<file path="src/rtl/conv1d_feeder.sv">
// conv1d_feeder: sequences a 3-tap 1-D convolution over a fixed memory map.
// Weights W0..W2 sit at addresses 0..2, feature x[n] at address 3+n.
// The block loads the three weights into an external MAC, then slides the
// feature window one sample at a time, emitting one result per window.
// Optional feature: define CONV1D_RELU_EN to clamp negative results to 0.
// dbg_state exposes the FSM state encoding for observation.
//
// Result handshake (valid/ready): res_valid rises on the first EMIT cycle
// and stays high, with res_data held stable, until a cycle in which
// res_valid & res_ready are both 1; that cycle is the transfer, and
// res_valid is low on the next cycle. res_ready is ignored while
// res_valid is low.
module conv1d_feeder (
   input  logic        clk,
   input  logic        rst,
   input  logic        start,
   input  logic [7:0]  len,
   output logic        mem_rd,
   output logic [8:0]  mem_addr,
   input  logic [15:0] mem_rdata,
   output logic        mac_clear,
   output logic        mac_w_w,
   output logic [15:0] mac_w_in,
   output logic        mac_if_w,
   output logic [15:0] mac_if_in,
   input  logic [33:0] mac_out,
   output logic        res_valid,
   output logic [33:0] res_data,
   input  logic        res_ready,
   output logic        busy,
   output logic        done,
   output logic [2:0]  dbg_state
);

   typedef enum logic [2:0] {
      S_IDLE = 3'd0,
      S_CLR  = 3'd1,
      S_LDW  = 3'd2,
      S_FRD  = 3'd3,
      S_FSH  = 3'd4,
      S_EMIT = 3'd5,
      S_DONE = 3'd6
   } state_t;

   state_t      state_q, state_d;
   logic [7:0]  fed_q, fed_d;     // features shifted into the MAC so far
   logic [7:0]  len_q, len_d;     // job length latched on accepted start
   logic [1:0]  ldw_q, ldw_d;     // weight-load cycle index, 0..3
   logic        first_q, first_d; // high during the first EMIT cycle only
   logic [33:0] res_q, res_d;     // result captured at the end of the first EMIT cycle
   logic [33:0] res_cap;          // value to be reported for the current window

   // Result shaping: optional clamp of negative sums to zero.
`ifdef CONV1D_RELU_EN
   assign res_cap = mac_out[33] ? 34'd0 : mac_out;
`else
   assign res_cap = mac_out;
`endif

   assign dbg_state = state_q;

   // State and datapath registers; reset abandons any job in flight.
   always_ff @(posedge clk or negedge rst) begin
      if (!rst) begin
         state_q <= S_IDLE;
         fed_q   <= 8'd0;
         len_q   <= 8'd0;
         ldw_q   <= 2'd0;
         first_q <= 1'b0;
         res_q   <= 34'd0;
      end else begin
         state_q <= state_d;
         fed_q   <= fed_d;
         len_q   <= len_d;
         ldw_q   <= ldw_d;
         first_q <= first_d;
         res_q   <= res_d;
      end
   end

   // Next-state and output decode; every output defaults to its idle value.
   always_comb begin
      state_d   = state_q;
      fed_d     = fed_q;
      len_d     = len_q;
      ldw_d     = ldw_q;
      first_d   = 1'b0;
      res_d     = res_q;
      mem_rd    = 1'b0;
      mem_addr  = 9'd0;
      mac_clear = 1'b0;
      mac_w_w   = 1'b0;
      mac_w_in  = 16'd0;
      mac_if_w  = 1'b0;
      mac_if_in = 16'd0;
      res_valid = 1'b0;
      res_data  = res_q;
      busy      = 1'b1;
      done      = 1'b0;

      case (state_q)
         S_IDLE: begin
            busy = 1'b0;
            if (start) begin
               fed_d = 8'd0;
               if (len >= 8'd3) begin
                  len_d   = len;
                  state_d = S_CLR;
               end else begin
                  // Too short to form a single window: finish without reads.
                  state_d = S_DONE;
               end
            end
         end

         S_CLR: begin
            // Clearing first guarantees nothing stale from an aborted job survives.
            mac_clear = 1'b1;
            ldw_d     = 2'd0;
            state_d   = S_LDW;
         end

         S_LDW: begin
            // Reads go out on cycles 0..2; each word returns and is shifted
            // into the MAC one cycle later (cycles 1..3).
            if (ldw_q != 2'd3) begin
               mem_rd   = 1'b1;
               mem_addr = {7'd0, ldw_q};
            end
            if (ldw_q != 2'd0) begin
               mac_w_w  = 1'b1;
               mac_w_in = mem_rdata;
            end
            if (ldw_q == 2'd3) begin
               state_d = S_FRD;
            end else begin
               ldw_d = ldw_q + 2'd1;
            end
         end

         S_FRD: begin
            // 9-bit address so len=255 reaches 257 without wrapping.
            mem_rd   = 1'b1;
            mem_addr = {1'b0, fed_q} + 9'd3;
            state_d  = S_FSH;
         end

         S_FSH: begin
            mac_if_w  = 1'b1;
            mac_if_in = mem_rdata;
            fed_d     = fed_q + 8'd1;
            if (fed_d >= 8'd3) begin
               first_d = 1'b1;
               state_d = S_EMIT;
            end else begin
               state_d = S_FRD;
            end
         end

         S_EMIT: begin
            // The MAC settled at the edge that ended FSH, so its sum is
            // presented directly on the first cycle and held thereafter.
            res_valid = 1'b1;
            if (first_q) begin
               res_data = res_cap;
               res_d    = res_cap;
            end
            if (res_ready) begin
               state_d = (fed_q == len_q) ? S_DONE : S_FRD;
            end
         end

         S_DONE: begin
            done    = 1'b1;
            state_d = S_IDLE;
         end

         default: begin
            state_d = S_IDLE;
         end
      endcase
   end

endmodule
</file>
<file path="config.mk">
export PLATFORM = sky130hd
export DESIGN_NAME = conv1d_feeder
export DESIGN_NICKNAME = d
export VERILOG_FILES = /design/src/rtl/conv1d_feeder.sv
export SDC_FILE = /design/constraint.sdc
export NUM_CORES = 1
export LEC_CHECK = 0
export ABC_AREA = 1
export CAP_MARGIN = 10
export CORE_ASPECT_RATIO = 1.2
export CORE_MARGIN = 2
export CORE_UTILIZATION = 44
export DETAILED_ROUTE_END_ITERATION = 10
export PLACE_DENSITY = 0.87
export RECOVER_POWER = 100
export SETUP_SLACK_MARGIN = 0.5
export SYNTH_ARGS = -nofsm -noshare
export SYNTH_HDL_FRONTEND = slang
export SYNTH_SLANG_ARGS = --single-unit
</file>
<file path="constraint.sdc">
create_clock -name clk -period 3.7 [get_ports clk]
set_clock_uncertainty 0.15 [all_clocks]
set_input_delay 0.74 -clock clk [delete_from_list [all_inputs] [get_ports clk]]
set_output_delay 0.74 -clock clk [all_outputs]
set_load 0.01 [all_outputs]
</file>
Yosys cells after proc, flatten, opt, wreduce, memory -nomap -nowiden
Index checks and enable logic that the tools add are counted.
- output and inout bits: 85
- memories: 0
- word-level logic and storage cells: 61
- bits in read-only memories: 0
- bits of input ports: 62
- memory bits (writable): 0
- flip-flop bits (word level): 56
- latch bits: 0
- add/subtract/negate cells: 3
- shift-type cells: 0
- reductions and logical operators: 8
- magnitude comparators: 2
- divide/modulo/power cells: 0
- mux-type cells: 29
- multipliers: 0
- eq/ne operators: 13
- bitwise logic cells: 0
- operator list (kind ; count):
    $mux W34 ; 2
    $mux W16 ; 3
    $mux W3 ; 6
    $pmux W3 S6 ; 1
    $pmux W9 S2 ; 1
    $ge A8 B2 Y1 const B ; 2
    $pmux W8 S2 ; 1
    $mux W1 ; 10
    $ne A2 B2 Y1 const B ; 5
    $add A8 B2 Y9 const B ; 1
    $eq A3 B3 Y1 const B ; 3
    $add A8 B1 Y8 const B ; 1
    $eq A8 B8 Y1 ; 1
    $mux W8 ; 1
    $eq A3 B2 Y1 const B ; 2
    $reduce_and A3 Y1 ; 2
    $reduce_bool A2 Y1 ; 3
    $mux W2 ; 2
    $pmux W2 S2 ; 1
    $reduce_and A2 Y1 ; 2
    $eq A3 B1 Y1 const B ; 1
    $logic_not A3 Y1 ; 1
    $add A2 B1 Y2 const B ; 1
    $eq A2 B2 Y1 const B ; 1
    $pmux W1 S2 ; 1

Logic depth before layout (Yosys ltp)
Gate-level depths: netlist of the first run.
- depth in word-level cells: 4
- mapped depth: 12

Worst setup path after synthesis of the first run
No wires, ideal clock.
- path type: reg-to-output
- start: reg state_q[2] (netlist: dbg_state[2])
- end: out mac_w_in[10]
- path slack: 1.227 ns
- cell stages (with the launch flop): 9
- arrival time: 1.583 ns
- data required time: 2.810 ns
- path through: dfrtp_1 > inv_2 > nand2_1 > nor2_2 > inv_2 > nor2_1 > inv_2 > buf_2 > nor2_1
- longest elaborated chain between the ends: 2
- ends and longest elaborated chain (item ; RTL line ; source):
    start, declared ; 45 ; state_t state_q, state_d;
    start signal, assigned ; 72 ; state_q <= state_d;
    $eq A3 B2 Y1 ; 101 ; case (state_q)
    $mux W16 ; 101 ;
    end, declared ; 23 ; output logic [15:0] mac_w_in,
Every way passes these cells.

Worst setup path in the final report of the first run
- start: reg state_q[2] (netlist: dbg_state[2])
- end: out mem_rd
- longest elaborated chain between the ends: 2
- ends and longest elaborated chain (item ; RTL line ; source):
    $eq A3 B2 Y1 ; 101 ;
    $pmux W1 S2 * ; 101 ;
    end, declared ; 18 ; output logic mem_rd,
Every way passes the cells marked *; elsewhere a longest branch is shown, timed or not.

==> summary.md, run 1 <==
| Metric | Value |
|---|---|
| Setup CP Type | flop to output pin |
| Int Power | around 1200 µW |
| # clock sinks | 56 |
| GR Overflow Total | 0 |
| DP Area | about 0.0045 mm² |
| Area of the die | ~0.0074 mm² |
| Sw frac | 0.392 |
| Sequential standard cell area | roughly 0.0014 mm² |
| Max-cap viol count | 0 |
| Tmin final | 3370 ps |
| Number of cell rows | 32 |
| Power share of the sequential group | 0.382 |
| Worst-Margin Slew | 1460 ps |
| Status | finished clean |
| Slew headroom | 0.0296 |
| Ys async rst share | 1.00 |
| Area share of the largest cell type after synthesis | 0.472 |
| RSZ-0062 raised after global routing | yes |
| Post-route setup TNS | 0 ps |
| Leak Pwr | around 0.0023 µW |
| Synth area leaders | dfrtp_1 (47%), mux2_2 (9.5%), nand2_1 (8.5%), nor2_1 (6.6%), inv_1 (6.1%) |
| Netlist cell types | 26 |
| Hpwl dp | between 6000 and 7000 µm |
| I/O Buffers | 146 |
| Mapped Area | slightly below 0.003 mm² |
| DR DRC count | 0 |
| CP Cell Sequence | inv_4 -> nand2_1 -> nor2_1 -> inv_1 -> or2_0 -> nand2_1 -> dlygate4sd3_1 |
| DR vias | about 2800 |
| Largest net degree at the start of global routing | 31 |
| Worst hold stages | 1 |
| Worst-Skew Late Latency | about 320 ps |
| Top-Level Pins | 147 |
| CP Capture Type | output pin |
| Number of vias per cell | around 4.9 |
| Worst Path Max Fanout | 6 |
| First-pass GRT wire length | 13000 µm |
| Fill cells | 521 |
| Post-Syn Instances | about 340 |
| Synth-to-layout area growth | 54.8% |
| Clk buf depth | 2 |
| Die Ht | around 94 µm |
| Final net count | 564 |
| Final ANT Viol Nets | 0 |
| H-tree depth | 2 |
| Final hold viol count | 0 |
| Syn_nets | around 410 |
| FMAX | 297 MHz |
| Routed WL | between 8000 and 9000 µm |
| Post-route cell area | 0.00460 mm² |
| Reg clk slew, reported paths | roughly 100 ps |
| Total GRT Usage | 0.226 |
| WP data required | roughly 2800 ps |
| Clock power frac | 0.173 |
| Die Wd | between 70 and 80 µm |
| Post-synth EDFFs | 0 |
| Max-slew violation count | 0 |
| P_sw | between 800 and 900 µW |
| Share of layout cells above drive strength 1 | 0.0726 |
| Final setup vio count | 0 |
| Clk root buf | clkbuf_8 |
| Core area | 0.00649 mm² |
| Worst path bufs/invs | 3 |
| Reg2reg path depth | 9 |
| First-pass DRT Iterations | 4 |
| CP max-delay cell | dlygate4sd3_1 |
| #FFs+latches synth | 56 |
| Critical path startpoint category | flop |
| Register area share after synthesis | 0.472 |
| Routability congestion estimate | approximately 0.92 |
| Antenna cells | 0 |
| Synth Flop Type | dfrtp_1 |
| Synth top cells by count | nand2_1 (67), dfrtp_1 (56), nor2_1 (52) |
| 1st-iter DRT viols | about 120 |
| Avg Cell Area, Syn | 8.64 µm² |
| Multi-input gate area | around 0.0013 mm² |
| Initial Util | 0.458 |
| CTS buffer count | 5 |
| WL/cell | approximately 15 µm |
| Final Cycle Share | 0.911 |
| P per Cell Area | around 450 mW/mm² |
| CP Depth | 7 |
| Dominant cell type by area after synthesis | dfrtp_1 |
| Delay-heaviest family, CP | buffers and inverters |
| WP data arrival | roughly 2500 ps |
| Ys Warns | 0 |
| CP peak stage delay | slightly above 600 ps |
| Cell mode on critical path | nand2_1 |
| Vias in the first global route | approximately 2700 |
| Worst Hold Class | flop to flop |
| Initial antenna violation count | 0 |
| Most frequent cell after synthesis | nand2_1 |
| Maximum VDD drop | ~0.24 mV |
| Comb pwr share | 0.445 |
| CTS tree | yes |
==> path summary, 6_finish.rpt <==
path	from	slack, ps	to
worst max-delay path	dbg_state[2]	330	mem_rd
worst min-delay path	res_q[4]	330	res_q[4]
worst max register to register	dbg_state[2]	1650	dbg_state[0]
worst min register to register	res_q[4]	330	res_q[4]
max in group asynchronous	rst	1310	dbg_state[0]
min in group asynchronous	rst	590	res_q[17]
==> power groups by stage <==
stage | logic, µW | registers, µW | clock network [µW]
finish | 912 | 784 | 356
global route | 1010 | 795 | 386
CTS | 967 | 784 | 363
detailed placement | 969 | 792 | 0
global placement | 947 | 786 | 0
floorplan | 510 | 783 | 0
==> worst register-to-register path: cells and delay by family (launching register included) <==
family | cells | cell delay, ps
compound gates | 2 | 170
buf+inv | 2 | 300
flops | 1 | 480
simple gates | 5 | 840
==> per-layer routing <==
layer / routed length [µm] / GRT usage / vias up
met5: 0 / 0 / -
met4: 126 / 0.0718 / 0
met3: 595 / 0.0510 / 11
met2: 4440 / 0.415 / 109
met1: 3350 / 0.257 / 1315
li1: - / - / 1391
==> registers in the layout, summed over array words and instances, names as in the netlist <==
signal / flops
res_q: 34
fed_q: 8
len_q: 8
dbg_state: 3
ldw_q: 2
first_q: 1
==> metrics by stage <==
stage               setup WS, ps  std cells  hold slack [ps]  power (µW)  utilization
global placement             692        570              314        1730        0.694
CTS                          482        581              281        2110        0.713
detailed placement           638        570              319        1760        0.694
floorplan                   1230        344              294        1290            -
global route                 239        581              364        2190        0.709
finish                       329        581              334        2050        0.709
==> cell usage in the layout (no fill, tap or decap), types with 2 or more instances in the layout <==
cell type / count
o21ai_0: 18
nand4_1: 2
o22ai_1: 2
ha_1: 7
clkdlybuf4s50_1: 61
xnor2_1: 4
nor3_1: 7
inv_1: 50
clkbuf_8: 5
inv_4: 2
buf_4: 2
dlygate4sd2_1: 33
dlygate4sd3_1: 48
mux2_1: 21
clkbuf_1: 3
dfrtp_2: 3
nor2_2: 2
dfrtp_1: 53
nand3_1: 14
nand2_1: 67
nor2_1: 51
a21oi_1: 11
mux2_2: 14
==> area by class of cell <==
cell class	instances	area share
clock inverter	3	0.00598
clock buffer	5	0.0150
sequential	56	0.305
timing repair buffer	152	0.322
tap	85	0.0231
multi-input combinational	228	0.285
inverter	52	0.0435
==> kinds of logic (layout without fill, tap and decap cells) <==
| kind of cell | Yosys count | in the layout | share of synthesized area |
|---|---|---|---|
| adder cells (fa/ha/maj) | 7 | 7 | 0.0295 |
| XOR/XNOR | 5 | 5 | 0.0147 |
| AO/OA/AOI/OAI | 35 | 35 | 0.0632 |
| flip-flops | 56 | 56 | 0.472 |
| buffers and inverters | 60 | 212 | 0.0850 |
| AND/OR/NAND/NOR | 146 | 146 | 0.203 |
| multiplexers | 35 | 35 | 0.133 |
==> timing repair <==
action	4_1_cts	5_1_grt
endpoints found under the setup margin	56	51
resized for setup	44	9
setup buffers	2	0
pin swaps	1	0
hold buffers	0	0
gates cloned	1	0
Note: power is estimated with default switching activity, not from simulation.
==> run 2, diff against run 1 <==
- CORE_UTILIZATION: 44 -> 45
- CTS_BUF_LIST: default -> sky130_fd_sc_hd__clkbuf_2
- PLACE_DENSITY: 0.87 -> 0.88
==> run 2 against run 1 <==
Compared with the run above:
- the flow now finishes with violations (capacitance limit, slew limit)
- worst hold slack better by 41 ps
- count of clock-buffer cells in the layout unchanged
- cell count up 3.8%
- global-route usage up 2.0 points
- fmax up 1.1%
- clock power down 26%
- core utilization down 0.34 points
- combinational power up 13%
- sequential cell count unchanged
- sequential share of layout area up 0.56 points
- worst setup slack better by 35 ps
- wire length up 12%
- critical path type unchanged
==> summary.md, run 2 (synthesized netlist as in run 1, its figures left out) <==
| Metric | Value |
|---|---|
| Leak Pwr | 0.00222 µW (-2.9%) |
| H-tree depth | 2 (unchanged) |
| R2r startpoint | dbg_state[0] |
| RSZ-0062 raised after global routing | yes |
| Total GRT Usage | 0.246 (+0.0204) |
| Clk root buf | clkbuf_2 |
| Final hold viol count | 0 (unchanged) |
| Number of vias per cell | 5.00 (+2.8%) |
| Reg-to-reg slack, setup | 1450 ps (-200 ps) |
| Number of cell rows | 32 (unchanged) |
| DR DRC count | 0 (unchanged) |
| CTS tree | yes |
| FMAX | 300 MHz (+1.1%) |
| Hold Path End | res_q[6] |
| Reg2reg path depth | 6 (-3) |
| Slew headroom | -0.326 (-0.355) |
| P per Cell Area | 458 mW/mm² (+2.6%) |
| Worst Path Max Fanout | 8 (+2) |
| Commonest non-fill, non-tap cell in the layout | nand2_1 |
| Worst hold stages | 1 (unchanged) |
| Critical path startpoint category | flop |
| WP data required | 2810 ps (about the same) |
| Initial Util | 0.464 (+0.00573) |
| Synth-to-layout area growth | 52.2% |
| Top-Level Pins | 147 (unchanged) |
| Maximum VDD drop | 0.252 mV (+3.6%) |
| Reg clk slew, reported paths | 320 ps (+220 ps) |
| GR Overflow Total | 0 (unchanged) |
| I/O Buffers | 146 (unchanged) |
| Final setup vio count | 0 (unchanged) |
| Final Cycle Share | 0.901 (-0.00952) |
| Most frequent cells in the layout | nand2_1 (65), clkdlybuf4s50_1 (61), clkbuf_1 (53) |
| Sequential standard cell area | 0.00141 mm² (about the same) |
| Clk buf depth | 2 (unchanged) |
| Top reg by flops | res_q |
| 1st-iter DRT viols | 210 (+74%) |
| Hpwl dp | 6270 µm (-2.9%) |
| WL/cell | 15.8 µm (+7.8%) |
| First-pass DRT Iterations | 5 (+1) |
| Routed WL | 9530 µm (+12%) |
| Post-route setup TNS | 0 ps (unchanged) |
| Worst-Margin Slew | 1990 ps (+533 ps) |
| Die Wd | 78.2 µm (-1.1%) |
| Worst Hold Class | flop to flop |
| DR vias | 3015 (+6.7%) |
| Antenna cells | 0 (unchanged) |
| Share of layout cells above drive strength 1 | 0.120 (+0.0471) |
| Reg2reg end | len_q[4] |
| Fill cells | 521 (unchanged) |
| Max-cap viol count | 1 (+1) |
| Final ANT Viol Nets | 0 (unchanged) |
| Core area | 0.00641 mm² (-1.2%) |
| Worst-Skew Late Latency | 480 ps (+160 ps) |
| Setup CP Type | flop to output pin |
| Status | complete, but fails checks |
| Biggest regs | res_q (34), fed_q (8), len_q (8) |
| CP Capture Type | output pin |
| Final net count | 586 (+3.9%) |
| Area of the die | 0.00727 mm² (-2.1%) |
| First-pass GRT wire length | 14200 µm (+9.0%) |
| Initial antenna violation count | 0 (unchanged) |
| Largest net degree at the start of global routing | 39 (+26%) |
| Critical Path Start | dbg_state[1] |
| Hold Startpoint | res_q[6] |
| Number of flip-flops under the largest register name | 34 (unchanged) |
| # clock sinks | 56 (unchanged) |
| Die Ht | 93.0 µm (-1.1%) |
| Routability congestion estimate | 0.851 (-7.5%) |
| Final core utilization | 0.706 (-0.00344) |
| Hold_buf cts | 0 (unchanged) |
| CTS buffer count | 5 (unchanged) |
| Max-slew violation count | 39 (+39) |
| Tmin final | 3340 ps (-35.2 ps) |
| WP data arrival | 2450 ps (-30 ps) |
| Failing checks | capacitance limit, slew limit |
| Vias in the first global route | 2972 (+9.5%) |
| Multi-input gate area | 0.00133 mm² (+1.7%) |
[run 2: final cells by class]
cell class	instances	area share
Sequential cell	56	0.311
Multi-Input combinational cell	228	0.295
Timing Repair inverter	1	0.00166
Inverter	52	0.0454
Tap cell	85	0.0235
Clock inverter	3	0.00609
Timing Repair Buffer	173	0.312
Clock buffer	5	0.00553
[run 2: how the worst max path moves through the flow]
stage                        end  slack, ps
floorplan           mac_w_in[10]       1230
global placement     res_data[0]        710
detailed placement  res_data[31]        650
CTS                  mem_addr[7]        440
global route         mac_w_in[2]        200
finish              res_data[13]        360
[run 2: worst max-delay path: stages (launching register included)]
cell,delay (ps)
dfrtp_1,470
inv_2,120
nand2_4,80
nor3b_1,340
clkbuf_1,280
clkbuf_16,210
mux2_1,350
clkbuf_1,140
[run 2: repair_timing]
action / 4_1_cts / 5_1_grt
pin swaps: 4 / 3
endpoints found under the setup margin: 77 / 79
endpoints found under the hold margin: 0 / 0
gates resized for setup: 68 / 129
setup buffers: 16 / 6
gates cloned: 2 / 2
[run 2: power by group]
group,internal [µW],switching [µW],leakage (µW),total [µW]
registers,713,58.5,0.000674,771
logic,435,600,0.00151,1030
clock network,53.1,211,0.0000311,264
[run 2: stage by stage]
| stage | cells | setup slack, ps | cell area, µm² | total power [µW] | hold slack, ps |
|---|---|---|---|---|---|
| final | 603 | 365 | 4520 | 2070 | 375 |
| after global placement | 569 | 705 | 4490 | 1720 | 315 |
| after floorplan | 344 | 1230 | 2970 | 1290 | 294 |
| after CTS | 595 | 439 | 4680 | 2100 | 160 |
| after detailed placement | 569 | 652 | 4490 | 1760 | 325 |
| after global routing | 603 | 203 | 4520 | 2220 | 390 |
[run 2: metal layers]
layer,global-route usage,wire (µm),vias to the layer above
met5,0,0,-
met4,0.0804,167,0
met3,0.0367,525,22
met2,0.449,5120,127
met1,0.296,3720,1428
li1,-,-,1438
==> run 3, diff against run 2 <==
- CORE_ASPECT_RATIO: 1.2 -> default
- CTS_CLUSTER_SIZE: default -> 28
==> run 3 against run 2 <==
Compared with the run above:
- the flow still finishes with violations (capacitance limit, slew limit)
- worst hold slack got worse by 6.2 ps
- critical path type unchanged
- critical endpoint is now res_data[0]
- largest cell class unchanged
- sequential cell count unchanged
- critical path depth unchanged
- wire length decreased by 0.90%
==> summary.md, run 3 (synthesized netlist as in run 1, its figures left out) <==
| Metric | Value |
|---|---|
| Status | complete, but fails checks |
| Failing checks | capacitance limit, slew limit |
| Most frequent cells in the layout | nand2_1 (65), clkdlybuf4s50_1 (61), nor2_1 (52) |
| Maximum VDD drop | 0.236 mV (-6.5%) |
| First-pass GRT wire length | 14200 µm (+0.24%) |
| Initial Util | 0.465 (+0.00145) |
| Clock power frac | 0.116 (-0.012) |
| Sw frac | 0.406 (-0.0139) |
| Die Wd | 85.3 µm (+9.1%) |
| I/O Buffers | 146 (unchanged) |
| Final ANT Viol Nets | 0 (unchanged) |
| Slew headroom | -0.165 (+0.161) |
| Reg clk slew, reported paths | 300 ps (-20 ps) |
| Clk buf depth | 2 (unchanged) |
| Worst Path Max Fanout | 5 (-3) |
| Die Ht | 85.3 µm (-8.3%) |
| Initial antenna violation count | 0 (unchanged) |
| Worst-Skew Late Latency | 460 ps (-20 ps) |
| Routability congestion estimate | 0.960 (+13%) |
| Number of cell rows | 29 (-9.4%) |
| Share of layout cells above drive strength 1 | 0.118 (-0.00147) |
| Int Power | 1220 µW (+1.2%) |
| Routed WL | 9450 µm (-0.90%) |
| DR DRC count | 0 (unchanged) |
| Worst-Margin Slew | 1750 ps (-241 ps) |
| CP Capture Type | output pin |
| Placed cells | 564 (-0.88%) |
| Antenna cells | 0 (unchanged) |
| Vias in the first global route | 2912 (-2.0%) |
| # clock sinks | 56 (unchanged) |
| Hpwl dp | 6600 µm (+5.1%) |
| Leak Pwr | 0.00228 µW (+2.7%) |
| Clk root buf | clkbuf_2 |
| Final Cycle Share | 0.904 (+0.00213) |
| Total GRT Usage | 0.243 (-0.00252) |
| H-tree depth | 2 (unchanged) |
| Synth-to-layout area growth | 57.9% |
| Area of the die | 0.00727 mm² (about the same) |
| Top reg by flops | res_q |
| P_sw | 831 µW (-4.4%) |
| RSZ-0062 raised after global routing | yes |
| GR Overflow Total | 0 (unchanged) |
| Number of flip-flops under the largest register name | 34 (unchanged) |
| Commonest non-fill, non-tap cell in the layout | nand2_1 |
| Top-Level Pins | 147 (unchanged) |
| WP data arrival | 2450 ps (about the same) |
| Final core utilization | 0.735 (+0.0291) |
| Comb pwr share | 0.506 (+0.006) |
| Worst Hold Class | flop to flop |
| Biggest regs | res_q (34), fed_q (8), len_q (8) |
| CTS tree | yes |
| Largest net degree at the start of global routing | 33 (-15%) |
| Final setup vio count | 0 (unchanged) |
| WP data required | 2810 ps (about the same) |
| CTS buffer count | 5 (unchanged) |
| FMAX | 299 MHz (-0.24%) |
| 1st-iter DRT viols | 207 (-1.4%) |
| Tmin final | 3340 ps (+7.88 ps) |
| Power share of the sequential group | 0.378 (+0.005) |
| Max-slew violation count | 33 (-15%) |
| Final non-filler cell total | 593 (-1.7%) |
| Hold_buf cts | 0 (unchanged) |
| Post-route setup TNS | 0 ps (unchanged) |
| WL/cell | 15.9 µm (+0.77%) |
| Core area | 0.00639 mm² (-0.31%) |
| Setup CP Type | flop to output pin |
| First-pass DRT Iterations | 7 (+2) |
| Final hold viol count | 0 (unchanged) |
| P per Cell Area | 436 mW/mm² (-4.7%) |
| Number of vias per cell | 5.16 (+3.1%) |
| Critical path startpoint category | flop |
| Final net count | 584 (-0.34%) |
| Reg-to-reg slack, setup | 1570 ps (+120 ps) |
| DR vias | 3057 (+1.4%) |
| Max-cap viol count | 1 (unchanged) |
[run 3: changes by cell type in the layout (fill, tap and decap cells not counted), sizes merged]
cell,change
buf,-1
clkbuf,-37
clkdlybuf4s15,+11
clkdlybuf4s25,+18
clkinv,+1
dlygate4sd2,+4
dlygate4sd3,+5
dlymetal6s2s,-2
inv,-1
[run 3: final timing paths]
check                         endpoint  cells past startpoint          from
setup / recovery           res_data[0]                      7  dbg_state[0]
hold / removal                res_q[9]                      1      res_q[9]
setup reg to reg              len_q[4]                      7  dbg_state[0]
hold reg to reg               res_q[9]                      1      res_q[9]
max in group asynchronous     fed_q[0]                      2           rst
min in group asynchronous    res_q[20]                      1           rst
[run 3: routing by layer]
layer | share of wire | wire length, µm | GRT usage | up-vias
met5 | 0 | 0 | 0 | -
met4 | 0.025 | 237 | 0.0808 | 0
met3 | 0.071 | 671 | 0.0447 | 26
met2 | 0.51 | 4850 | 0.424 | 176
met1 | 0.39 | 3690 | 0.304 | 1430
li1 | - | - | - | 1425
[run 3: worst max-delay path, stage by stage, from the launching register on]
cell	delay, ps
dfrtp_1	420
buf_4	130
nand2_4	60
nor3b_1	390
buf_6	210
buf_8	120
mux2_1	360
dlygate4sd2_1	300
[run 3: layout make-up]
type                            instances  area (µm²)
Multi-Input combinational cell        228        1320
Timing Repair Buffer                  171        1620
Fill cell                             451        1690
Inverter                               52         204
Clock inverter                          3        17.5
Sequential cell                        56        1410
Timing Repair inverter                  1        5.00
Clock buffer                            5        25.0
Tap cell                               77        96.3
[run 3: metrics by stage]
step / total power [µW] / hold slack [ps] / instance area (µm²) / setup slack [ps]
final: 2050 / 368 / 4690 / 357
after global placement: 1740 / 314 / 4500 / 819
after CTS: 2080 / 139 / 4630 / 480
after global routing: 2190 / 404 / 4690 / 232
after detailed placement: 1770 / 324 / 4500 / 769
after floorplan: 1290 / 294 / 2970 / 1230
[run 3: repair_timing]
item | 4_1_cts | 5_1_grt
setup buffers | 10 | 6
hold endpoints to repair | 0 | 0
endpoints found under the setup margin | 64 | 66
resized for setup | 63 | 82
pin swaps | 1 | 1
cloned | 3 | 2
[run 3: power groups by stage]
stage	sequential, µW	clock [µW]	combinational (µW)
after floorplan	783	0	510
after global placement	787	0	952
after detailed placement	797	0	976
after CTS	767	248	1070
after global routing	782	274	1130
final	773	237	1040
